===== src/rtl/contador_secuenciador_if.sv =====
// rtl/contador_secuenciador_if.sv - command handshake bundle for contador_secuenciador
// Ports:
//   cmd_valid  : a command is present on cmd_modo/cmd_d/cmd_ciclos this cycle
//   cmd_ready  : the sequencer can accept; a push happens on cmd_valid & cmd_ready
//   cmd_modo   : counter mode to apply while the command runs
//   cmd_d      : counter load data to apply while the command runs
//   cmd_ciclos : number of cycles with enb=1 (0 makes the command a no-op)
interface contador_secuenciador_if #(
  parameter int ANCHO_CICLOS = 8
);
  logic                    cmd_valid;
  logic                    cmd_ready;
  logic [1:0]              cmd_modo;
  logic [3:0]              cmd_d;
  logic [ANCHO_CICLOS-1:0] cmd_ciclos;

  modport master (
    output cmd_valid,
    output cmd_modo,
    output cmd_d,
    output cmd_ciclos,
    input  cmd_ready
  );

  modport slave (
    input  cmd_valid,
    input  cmd_modo,
    input  cmd_d,
    input  cmd_ciclos,
    output cmd_ready
  );
endinterface


===== src/rtl/contador_secuenciador.sv =====
// rtl/contador_secuenciador.sv - command FIFO and sequencer driving the 4-bit mode counter
// Ports:
//   clk, reset : single rising-edge clock, synchronous active-high reset
//   cmd        : command handshake (slave side), buffered in a PROF-deep FIFO
//   enb/modo/d : registered drive to the counter's enable, mode and data inputs
//   q, rco     : counter state and ripple carry fed back from the counter
//   busy       : a command is in flight or waiting in the FIFO
//   done       : one-cycle pulse when a command has finished
//   done_q     : counter state captured at command end, held until the next done
//   rco_cnt    : rco samples seen while the command ran (saturating), held until the next done
module contador_secuenciador #(
  parameter int PROF         = 4,
  parameter int ANCHO_CICLOS = 8
) (
  input  logic                    clk,
  input  logic                    reset,
  contador_secuenciador_if.slave  cmd,
  output logic                    enb,
  output logic [1:0]              modo,
  output logic [3:0]              d,
  input  logic [3:0]              q,
  input  logic                    rco,
  output logic                    busy,
  output logic                    done,
  output logic [3:0]              done_q,
  output logic [7:0]              rco_cnt
);
  localparam int AW = $clog2(PROF);
  localparam int CW = ANCHO_CICLOS;
  localparam int EW = 2 + 4 + CW;

  typedef enum logic [1:0] {IDLE, RUN, FIN} estado_t;

  logic [EW-1:0] mem [PROF];
  logic [AW:0]   wr_ptr;
  logic [AW:0]   rd_ptr;
  logic          empty;
  logic          full;
  logic          push;
  logic          pop;
  logic [EW-1:0] head;
  logic [1:0]    head_modo;
  logic [3:0]    head_d;
  logic [CW-1:0] head_ciclos;

  estado_t       estado;
  logic [CW-1:0] cnt_r;
  logic [7:0]    acc;

  // The extra top pointer bit separates full (same index, different lap) from empty.
  assign empty = (wr_ptr == rd_ptr);
  assign full  = (wr_ptr[AW] != rd_ptr[AW]) && (wr_ptr[AW-1:0] == rd_ptr[AW-1:0]);

  // Ready comes only from registered FIFO state, so a full FIFO never accepts even
  // when the sequencer pops in the same cycle; reset forces it low immediately.
  assign cmd.cmd_ready = !full && !reset;
  assign push          = cmd.cmd_valid && cmd.cmd_ready;
  assign pop           = (estado == IDLE) && !empty;
  assign busy          = (estado != IDLE) || !empty;

  assign head        = mem[rd_ptr[AW-1:0]];
  assign head_modo   = head[EW-1 -: 2];
  assign head_d      = head[CW +: 4];
  assign head_ciclos = head[CW-1:0];

  // Storage carries no reset: entries are only read behind a valid pointer pair.
  always_ff @(posedge clk) begin
    if (push) begin
      mem[wr_ptr[AW-1:0]] <= {cmd.cmd_modo, cmd.cmd_d, cmd.cmd_ciclos};
    end
  end

  always_ff @(posedge clk) begin
    if (reset) begin
      wr_ptr <= '0;
      rd_ptr <= '0;
    end else begin
      if (push) wr_ptr <= wr_ptr + (AW+1)'(1);
      if (pop)  rd_ptr <= rd_ptr + (AW+1)'(1);
    end
  end

  // modo/d double as the working registers of the popped command: they are loaded
  // at the pop and held through RUN, FIN and the following IDLE.
  always_ff @(posedge clk) begin
    if (reset) begin
      estado  <= IDLE;
      enb     <= 1'b0;
      modo    <= 2'd0;
      d       <= 4'd0;
      done    <= 1'b0;
      done_q  <= 4'd0;
      rco_cnt <= 8'd0;
      cnt_r   <= '0;
      acc     <= 8'd0;
    end else begin
      done <= 1'b0;
      case (estado)
        IDLE: begin
          enb <= 1'b0;
          if (!empty) begin
            cnt_r <= head_ciclos;
            acc   <= 8'd0;
            modo  <= head_modo;
            d     <= head_d;
            if (head_ciclos != '0) begin
              estado <= RUN;
              enb    <= 1'b1;
            end else begin
              estado <= FIN;
            end
          end
        end
        RUN: begin
          acc   <= (acc == 8'hff) ? acc : acc + 8'(rco);
          cnt_r <= cnt_r - CW'(1);
          if (cnt_r == CW'(1)) begin
            estado <= FIN;
            enb    <= 1'b0;
          end
        end
        FIN: begin
          // Counter was last enabled at the RUN->FIN edge, so q is final here.
          done    <= 1'b1;
          done_q  <= q;
          rco_cnt <= acc;
          estado  <= IDLE;
        end
        default: begin
          estado <= IDLE;
          enb    <= 1'b0;
        end
      endcase
    end
  end
endmodule

===== src/flat_wrapper.sv =====
// flat-port wrapper written by rule: the top's interface ports become plain ports
module contador_secuenciador_flat 
#(
  parameter int PROF         = 4,
  parameter int ANCHO_CICLOS = 8
)
  (clk, reset, enb, modo, d, q, rco, busy, done, done_q, rco_cnt, cmd_cmd_valid, cmd_cmd_modo, cmd_cmd_d, cmd_cmd_ciclos, cmd_cmd_ready);
  contador_secuenciador_if #(.ANCHO_CICLOS(ANCHO_CICLOS)) cmd_i ();
  input  logic clk;
  input  logic reset;
  output logic enb;
  output logic [1:0] modo;
  output logic [3:0] d;
  input  logic [3:0] q;
  input  logic rco;
  output logic busy;
  output logic done;
  output logic [3:0] done_q;
  output logic [7:0] rco_cnt;
  input wire logic [$bits(cmd_i.cmd_valid)-1:0] cmd_cmd_valid;
  input wire logic [$bits(cmd_i.cmd_modo)-1:0] cmd_cmd_modo;
  input wire logic [$bits(cmd_i.cmd_d)-1:0] cmd_cmd_d;
  input wire logic [$bits(cmd_i.cmd_ciclos)-1:0] cmd_cmd_ciclos;
  output wire logic [$bits(cmd_i.cmd_ready)-1:0] cmd_cmd_ready;
  assign cmd_i.cmd_valid = cmd_cmd_valid;
  assign cmd_i.cmd_modo = cmd_cmd_modo;
  assign cmd_i.cmd_d = cmd_cmd_d;
  assign cmd_i.cmd_ciclos = cmd_cmd_ciclos;
  assign cmd_cmd_ready = cmd_i.cmd_ready;
  contador_secuenciador #(.PROF(PROF), .ANCHO_CICLOS(ANCHO_CICLOS)) u_core (.clk(clk), .reset(reset), .cmd(cmd_i), .enb(enb), .modo(modo), .d(d), .q(q), .rco(rco), .busy(busy), .done(done), .done_q(done_q), .rco_cnt(rco_cnt));
endmodule

===== config.mk =====
export PLATFORM = sky130hd
export DESIGN_NAME = contador_secuenciador_flat
export DESIGN_NICKNAME = d
export VERILOG_FILES = /design/src/rtl/contador_secuenciador_if.sv /design/src/rtl/contador_secuenciador.sv /design/src/flat_wrapper.sv
export SDC_FILE = /design/constraint.sdc
export NUM_CORES = 1
export LEC_CHECK = 0
export BUFFER_PORTS_ARGS = -buffer_cell sky130_fd_sc_hd__buf_4
export CELL_PAD_IN_SITES_DETAIL_PLACEMENT = 0
export CELL_PAD_IN_SITES_GLOBAL_PLACEMENT = 2
export CORE_ASPECT_RATIO = 1.5
export CORE_UTILIZATION = 43
export DETAILED_ROUTE_END_ITERATION = 10
export GPL_TIMING_DRIVEN = 0
export PLACE_DENSITY_LB_ADDON = 0.1
export SYNTH_ARGS = -nofsm -noshare
export SYNTH_HDL_FRONTEND = slang
export SYNTH_SLANG_ARGS = --single-unit

===== constraint.sdc =====
create_clock -name clk -period 3.9 [get_ports clk]
set_input_delay 0.39 -clock clk [delete_from_list [all_inputs] [get_ports clk]]
set_output_delay 0.39 -clock clk [all_outputs]
set_load 0.1 [all_outputs]

==> reports/metrics.cfg <==
[status]
status = completed

[timing]
tightest_slew_ns = 0.824
period_needed_ns = 2.37
clock_skew_ns = 0.00896
min_period_over_period = 0.607
drv_slew = 0
rsz0062_at_grt = no
slew_headroom = 0.451
hold_violations = 0
setup_violations = 0
setup-tns-final_ns = 0
max_freq_mhz = 422

[yosys]
yosys-top-cells-count = edfxtp_1, dfxtp_1, nand2_1
ys_warn_count = 0
synth_nets = 360
synth.cell_area_um2 = 4240
synth_cell_types = 52
synth_area_leader_cell = edfxtp_1
yosysTopAreaCellShare = 0.396
yosysSeqAreaShare = 0.614
synthArstFlopShare = 0
ys_ff_latch = 102
synth_area_leaders = edfxtp_1, dfxtp_1, mux4_2
avgSynthCellArea_um2 = 12.9
synth_edf_count = 56
ys.flop_type = edfxtp_1
yosysMostFrequentCell = edfxtp_1
synth_cells = 329

[layout]
drive_above_1_share = 0.227
fin_area_um2 = 5010
syn_to_final_growth_pct = 18.0
post-route-util = 0.520
nNetsFinal = 413
n_antenna_cell = 0

[route]
num_vias = 2662
drt-total-wl_um = 8660
drtAntennaViolNets = 0
drt_iter0_markers = 125
vias_per_cell = 5.30
wl_per_cell_um = 17.3
drc = 0
firstDrtPassIters = 4

[cts]
h-tree-depth = 3
cts_max_path_buffers = 2
insertion_delay_ns = 0.34
cts_buffers = 9
root_buffer = clkbuf_16
tritoncts = built
postCtsResizedCells = 0
clk_pin_slew_ns = 0.07
post-cts-setup-buffers = 0
cts_sinks = 102
cts_hold_buf = 0

[die]
core-area_um2 = 9630
die_area_um2 = 10300
die_w_um = 83.1
num_rows = 44
start_util = 0.440
ios = 44
die_y_um = 124

[pwr]
p_clk_frac = 0.258
p_leak_nw = 1.79
fin_total_pwr_w = 0.00355
switching_share = 0.385
sequentialPowerShare = 0.373
p_per_area_nw_per_um2 = 708
power.internal_w = 0.00218
peakVddDrop_v = 0.000474
power_frac_comb = 0.369
p_switching_w = 0.00136

[worst_setup_path]
critPathMaxFanout = 10
worst-endpoint-required_ns = 3.51
crit_chain = clkbuf_1, clkbuf_1, nor2_1, nand2_1, buf_4
worstSetupPathType = reg -> out
worst_path_largest_cell_delay_ns = 0.42
arrival_ns = 1.98
cp-start-kind = flip-flop
endpoint_kind = output pin
cp.buffers_inverters = 3
slowest_stage = clkbuf_1
worst_path_most_repeated_cell = clkbuf_1
path_delay_family = buffers and inverters

[global_routing]
top_usage_layer = met2
grt_overflow_total = 0
met2_usage = 0.337
grt_first_pass_wirelength_um = 13600
antenna_found_initial = 0
grt_use_met1 = 0.197
track_usage = 0.178
grt_max_degree = 19
grt_pass1_vias = 2668
use_met3 = 0.0364

[placed_design]
gp_congestion = 0.793
placed_area_um2 = 4700
io_buffers = 42
place_hpwl_um = 6060

[worst_hold_path]
min_path_type = in -> reg

[job]
maxCapViolCount = 0

## final timing paths
path,from,cells after the start,slack (ns),endpoint
setup / recovery,u_core.estado[0],5,1.53,busy
hold / removal,cmd_cmd_ciclos[7],1,0.24,u_core.mem[3][7]
setup reg to reg,u_core.wr_ptr[1],5,1.62,u_core.wr_ptr[2]
hold reg to reg,u_core.rco_cnt[3],2,0.45,u_core.rco_cnt[3]
## placed cells by master, fill, tap and decap left out, drive strengths merged, types with 2 or more instances in the layout
master   n
mux4    14
o21ai    4
o32ai    2
a21oi   23
clkinv   3
or2      2
nor2    29
nor4     5
edfxtp  56
o41ai    3
and4     2
xor2     7
nand2   45
a31oi    2
a211oi   2
or4      3
buf     46
nand3    4
o31ai    4
xnor2   10
a41oi    2
inv     13
nand4    3
dfxtp   46
ha       9
and2     4
mux2i    7
clkbuf  22
## area by class of cell
class | count | area [um^2]
inverter | 10 | 37.5
fill | 847 | 4630
tap | 115 | 144
timing repair buffer | 42 | 315
sequential | 102 | 2600
clock buffer | 9 | 225
clock inverter | 7 | 80.1
multi-input combinational | 200 | 1530
buffer | 17 | 70.1
## metal layers
layer	vias to the layer above	part of all wire
met5	-	0
met4	0	0.013
met3	10	0.022
met2	38	0.55
met1	1308	0.42
li1	1306	-
## per-stage QoR
step	std cells	hold slack (ns)	worst slack, ns
floorplan	329	0.449	1.20
global placement	486	0.444	1.53
detailed placement	486	0.447	1.54
CTS	502	0.234	1.50
global route	502	0.231	1.36
finish	502	0.243	1.53
## power by group through the flow
| stage | Combinational, W | Sequential [W] | Clock (W) |
|---|---|---|---|
| floorplan | 0.000781 | 0.00157 | 0 |
| CTS | 0.00132 | 0.00132 | 0.000936 |
| detailed placement | 0.00132 | 0.00134 | 0 |
| finish | 0.00131 | 0.00132 | 0.000916 |
| global placement | 0.00132 | 0.00134 | 0 |
| global route | 0.00142 | 0.00133 | 0.000973 |
## kinds of logic (layout without fill, tap and decap cells)
| logic type | count (synthesis) | after routing | synth area share |
|---|---|---|---|
| AO/OA/AOI/OAI | 50 | 50 | 0.0876 |
| AND/OR/NAND/NOR | 103 | 103 | 0.116 |
| adder cells (fa/ha/maj) | 9 | 9 | 0.0265 |
| multiplexers | 21 | 21 | 0.0909 |
| flip-flops | 102 | 102 | 0.614 |
| buffers and inverters | 27 | 85 | 0.0254 |
| XOR/XNOR | 17 | 17 | 0.0404 |
## sequential cells by signal, summed over array words and instances (netlist names), named ones only
| register | cells |
|---|---|
| u_core.mem | 56 |
| u_core.acc | 8 |
| u_core.cnt_r | 8 |
| u_core.rco_cnt | 8 |
| u_core.d | 4 |
| u_core.done_q | 4 |
| u_core.rd_ptr | 3 |
| u_core.wr_ptr | 3 |
| u_core.estado | 2 |
| u_core.modo | 2 |
| u_core.done | 1 |
| u_core.enb | 1 |
Note: power is estimated with default switching activity, not from simulation.
